$ cat config.mk
export PLATFORM = sky130hd
export DESIGN_NAME = multicycle_ctrl
export DESIGN_NICKNAME = d
export VERILOG_FILES = /design/src/rtl/multicycle_ctrl.sv
export SDC_FILE = /design/constraint.sdc
export NUM_CORES = 1
export LEC_CHECK = 0
export BUFFER_PORTS_ARGS = -buffer_cell sky130_fd_sc_hd__buf_2
export CELL_PAD_IN_SITES_DETAIL_PLACEMENT = 1
export CELL_PAD_IN_SITES_GLOBAL_PLACEMENT = 2
export CORE_UTILIZATION = 27
export CTS_CLUSTER_SIZE = 30
export DETAILED_ROUTE_END_ITERATION = 12
export GPL_ROUTABILITY_DRIVEN = 0
export GPL_TIMING_DRIVEN = 1
export PLACE_DENSITY = 0.84
export SLEW_MARGIN = 20
export SYNTH_ARGS = -nofsm -noshare
export SYNTH_HDL_FRONTEND = slang
export SYNTH_SLANG_ARGS = --single-unit
export TNS_END_PERCENT = 100
$ cat constraint.sdc
create_clock -name clk -period 2.52 [get_ports clk]
set_input_delay 0.126 -clock clk [delete_from_list [all_inputs] [get_ports clk]]
set_output_delay 0.126 -clock clk [all_outputs]
set_load 0.005 [all_outputs]
$ cat src/rtl/multicycle_ctrl.sv
// multicycle_ctrl: fetch/decode/execute/memory/write-back sequencer for the
// RV32I multi-cycle core. Only the state and the retired-instruction count
// are registered; all control lines decode from state and the live inputs.
module multicycle_ctrl (
  input  logic        clk,
  input  logic        reset,
  input  logic [31:0] inst,
  input  logic        imem_ready,
  input  logic        dmem_ready,
  input  logic        branch_taken,
  output logic        imem_req,
  output logic        ir_we,
  output logic        pc_we,
  output logic [1:0]  pc_src,
  output logic        alu_a_sel,
  output logic        alu_b_sel,
  output logic        rf_we,
  output logic [1:0]  wb_sel,
  output logic        dmem_req,
  output logic        dmem_we,
  output logic        illegal,
  output logic [31:0] instret,
  output logic [2:0]  state
);

  typedef enum logic [2:0] {
    S_FETCH  = 3'd0,
    S_DECODE = 3'd1,
    S_EXEC   = 3'd2,
    S_MEM    = 3'd3,
    S_WB     = 3'd4,
    S_TRAP   = 3'd7
  } state_t;

  localparam logic [4:0] OP_LUI    = 5'b01101;
  localparam logic [4:0] OP_AUIPC  = 5'b00101;
  localparam logic [4:0] OP_JAL    = 5'b11011;
  localparam logic [4:0] OP_JALR   = 5'b11001;
  localparam logic [4:0] OP_BRANCH = 5'b11000;
  localparam logic [4:0] OP_LOAD   = 5'b00000;
  localparam logic [4:0] OP_STORE  = 5'b01000;
  localparam logic [4:0] OP_OPIMM  = 5'b00100;
  localparam logic [4:0] OP_OP     = 5'b01100;

  state_t      state_q, state_d;
  logic [31:0] instret_q;
  logic        retire;
  logic [4:0]  op;
  logic        is_lui, is_auipc, is_jal, is_jalr, is_branch;
  logic        is_load, is_store, is_opimm, is_op, legal;
  logic        rd_nonzero;
  logic        unused_inst_bits;

  // Opcode decode of the instruction register
  always_comb begin
    op         = inst[6:2];
    is_lui     = (op == OP_LUI);
    is_auipc   = (op == OP_AUIPC);
    is_jal     = (op == OP_JAL);
    is_jalr    = (op == OP_JALR);
    is_branch  = (op == OP_BRANCH);
    is_load    = (op == OP_LOAD);
    is_store   = (op == OP_STORE);
    is_opimm   = (op == OP_OPIMM);
    is_op      = (op == OP_OP);
    legal      = (inst[1:0] == 2'b11) &&
                 (is_lui || is_auipc || is_jal || is_jalr || is_branch ||
                  is_load || is_store || is_opimm || is_op);
    rd_nonzero = (inst[11:7] != 5'd0);
  end

  // Upper instruction bits belong to the immediate builder, not this block
  assign unused_inst_bits = ^inst[31:12];

  // State and retired-instruction counter
  always_ff @(posedge clk) begin
    if (reset) begin
      state_q   <= S_FETCH;
      instret_q <= 32'd0;
    end else begin
      state_q <= state_d;
      if (retire) instret_q <= instret_q + 32'd1;
    end
  end

  // Next state and control outputs; everything is forced low while in reset
  always_comb begin
    state_d   = state_q;
    retire    = 1'b0;
    imem_req  = 1'b0;
    ir_we     = 1'b0;
    pc_we     = 1'b0;
    pc_src    = 2'd0;
    alu_a_sel = 1'b0;
    alu_b_sel = 1'b0;
    rf_we     = 1'b0;
    wb_sel    = 2'd0;
    dmem_req  = 1'b0;
    dmem_we   = 1'b0;
    illegal   = 1'b0;
    state     = reset ? 3'd0 : 3'(state_q);
    instret   = reset ? 32'd0 : instret_q;
    if (!reset) begin
      case (state_q)
        S_FETCH: begin
          imem_req = 1'b1;
          if (imem_ready) begin
            ir_we   = 1'b1;
            state_d = S_DECODE;
          end
        end
        S_DECODE: state_d = legal ? S_EXEC : S_TRAP;
        S_EXEC: begin
          alu_a_sel = is_auipc;
          alu_b_sel = is_opimm || is_load || is_store || is_auipc || is_jalr;
          if (is_branch) begin
            pc_we   = 1'b1;
            pc_src  = branch_taken ? 2'd1 : 2'd0;
            retire  = 1'b1;
            state_d = S_FETCH;
          end else if (is_load || is_store) begin
            state_d = S_MEM;
          end else begin
            state_d = S_WB;
          end
        end
        S_MEM: begin
          dmem_req  = 1'b1;
          dmem_we   = is_store;
          alu_b_sel = 1'b1;
          if (dmem_ready) begin
            if (is_store) begin
              pc_we   = 1'b1;
              retire  = 1'b1;
              state_d = S_FETCH;
            end else begin
              state_d = S_WB;
            end
          end
        end
        S_WB: begin
          rf_we   = rd_nonzero;
          pc_we   = 1'b1;
          retire  = 1'b1;
          state_d = S_FETCH;
          if (is_load)                wb_sel = 2'd1;
          else if (is_jal || is_jalr) wb_sel = 2'd2;
          else if (is_lui)            wb_sel = 2'd3;
          if (is_jal)       pc_src = 2'd1;
          else if (is_jalr) pc_src = 2'd2;
        end
        S_TRAP: illegal = 1'b1;
        default: state_d = S_FETCH;
      endcase
    end
  end

endmodule

==> impl_metrics.toml <==
[outcome]
status = "finished, final reports clean"

[power]
p_total_w = 0.00143
power_density_nw_per_um2 = 487
leakage_nw = 1.15
ir_worst_vdd_uv = 226

[sta]
tightest_slew_ps = 857
clock.fmax_mhz = 450
rsz0062_at_grt = "false"
slew_viol_final = 0
period_share_pct = 88.3
setup_tns_ps = 0
slew_headroom_pct = 42.1
clock_skew_ps = 5.36
hold_violations = 0
setup_viol = 0
period_minus_slack_ps = 2220

[synth]
ys_ff_latch = 35
synth_cell_types = 53
avgSynthCellArea_um2 = 7.93
synth_edf_count = 0
ys_warn_count = 0
netlist_area_um2 = 2370
ys_seq_area_share_pct = 29.5
async_flop_share_pct = 0
synth_cells = 299
synthFlopType = "dfxtp_1"
synth_nets = 337

[grt]
antenna_found_initial = 0
gr-usage-all-layers_pct = 15.5
grt_pass1_wl_um = 11400
first_global_vias = 2425
grt_overflow = 0
grt_max_degree = 42

[critical_path]
cp_data_arrival_time_ps = 2390
slowest_stage = "dfxtp_1"
cp-start-kind = "flip-flop"
critPathKind = "flip-flop to flip-flop"
crit_chain = "nand2b_1 -> a211oi_1 -> buf_4 -> o21ai_1 -> nor4b_1 -> mux2_2"
max_stage_delay_ps = 530
crit_path_end_kind = "flip-flop"
cp_max_fo = 12
critPathRequiredTime_ps = 2680

[cts]
cts-root-buf = "clkbuf_8"
ctsHoldBuffers = 0
clock_path_buffers = 2
cts_sinks = 35
h-tree-depth = 2
clk_pin_slew_worst_paths_ps = 70
post-cts-setup-buffer-count = 0
cts_buffers = 5
cts_resized = 0
cts_tree = "done"
clkLatencyLatePin_ps = 280

[detailed_routing]
drtPass1Iterations = 4
ant_nets = 0
drcViolationCount = 0
detail_route.wirelength_um = 6790
via_per_inst = 5.27
drtIter0Drc = 68
drt-wirelength-per-cell_um = 14.5
vias = 2473

[die]
die_h_um = 95.7
core_um2 = 8340
initial_utilization_pct = 28.4
ioPinCount = 85
die_x_um = 95.7
rows = 33
die_area_um2 = 9170

[layout]
layout_commonest_cell = "buf_2"
syn_to_final_growth_pct = 23.8
final_nets = 401
diodes = 0
drive_gt1_share_pct = 27.7
post-route-util_pct = 35.2
final_cell_mix = "buf_2 (64), nor2_1 (42), dfxtp_1 (35)"
instances_no_fill = 469

[place]
dp.final_hpwl_um = 5090
portBuffers = 64
dp_cells = 461

[job]
maxCapViolations = 0

[min_path]
min_path_type = "input pin to flip-flop"
[synthesized netlist by cell type (2+ instances only)]
library cell  instances  area [um2]
nor2_1               42         158
dfxtp_1              35         701
nor2b_1              28         175
clkbuf_1             16        60.1
nand2_1              14        52.6
nand3_1              13        65.1
inv_1                11        41.3
xor2_1               11        96.3
o21ai_0              10        50.1
xnor2_1              10        87.6
a21oi_1               9        45.0
nor4_1                9        56.3
a2111oi_2             7         105
and3_1                7        43.8
nand4_1               6        37.5
o211ai_1              5        37.5
or4_1                 5        37.5
and2_1                4        25.0
nand2b_1              4        25.0
nor3_1                4        20.0
o2111ai_1             4        35.0
or3_1                 4        25.0
nand3b_1              3        22.5
a2111oi_4             2        55.1
a32oi_1               2        17.5
and4_1                2        17.5
buf_1                 2        7.51
buf_2                 2        10.0
buf_6                 2        22.5
mux2_2                2        22.5
nor4b_1               2        17.5
[per-stage QoR]
step	hold slack, ps	instance area [um2]	setup WS (ps)
CTS	229	2940	274
global route	266	2940	169
finish	241	2940	296
floorplan	357	2370	267
global placement	463	2840	253
detailed placement	486	2840	174
[registers in the layout (all words and copies together), names as in the netlist]
name       cells
instret_q     32
state_q        3
[final timing paths]
kind | cells after the start | end | slack (ps) | start
setup / recovery | 6 | instret_q[27] | 300 | state_q[1]
setup reg to reg | 6 | instret_q[27] | 300 | state_q[1]
hold reg to reg | 2 | instret_q[31] | 480 | instret_q[31]
hold / removal | 3 | state_q[0] | 240 | inst[1]
[power by group]
part | total [W] | internal (W) | leakage [nW] | switching, W
Combinational | 0.000351 | 0.000135 | 0.817 | 0.000216
Sequential | 0.000633 | 0.000580 | 0.283 | 0.0000532
Clock | 0.000447 | 0.000250 | 0.0515 | 0.000197
Total | 0.00143 | 0.000965 | 1.15 | 0.000466
[routing by layer]
| metal | wire length [um] | vias to the layer above | share of wire [%] | track usage, % |
|---|---|---|---|---|
| met1 | 3250 | 1200 | 48 | 20.7 |
| met2 | 3130 | 67 | 46 | 25.5 |
| li1 | - | 1202 | - | - |
| met4 | 56 | 0 | 0.83 | 4.23 |
| met5 | 0 | - | 0 | 0 |
| met3 | 344 | 4 | 5.1 | 2.92 |
[critical path: cells and delay by family, from the launching register on]
kind,cells,cell delay (ps)
simple gates,2,590
flops,1,530
compound gates,2,380
mux,1,370
buf+inv,1,240
[cell type report]
cell class / instances / area [um2]
clock buffers: 8 / 100
fillers: 1056 / 5400
inverters: 11 / 41.3
multi-input cells: 231 / 1530
flip-flops and latches: 35 / 701
well taps: 105 / 131
repair buffers: 79 / 433
[cells by family after synthesis]
kind of cell | Yosys count | synth area share, %
and+or+nand+nor | 151 | 34.3
AOI/OAI and AO/OA | 55 | 20.5
DFF | 35 | 29.5
buffers and inverters | 33 | 5.96
xor gates and xnor gates | 21 | 7.75
muxes | 2 | 0.949
adders and majority gates | 2 | 0.949
(Power assumes the default switching activity.)
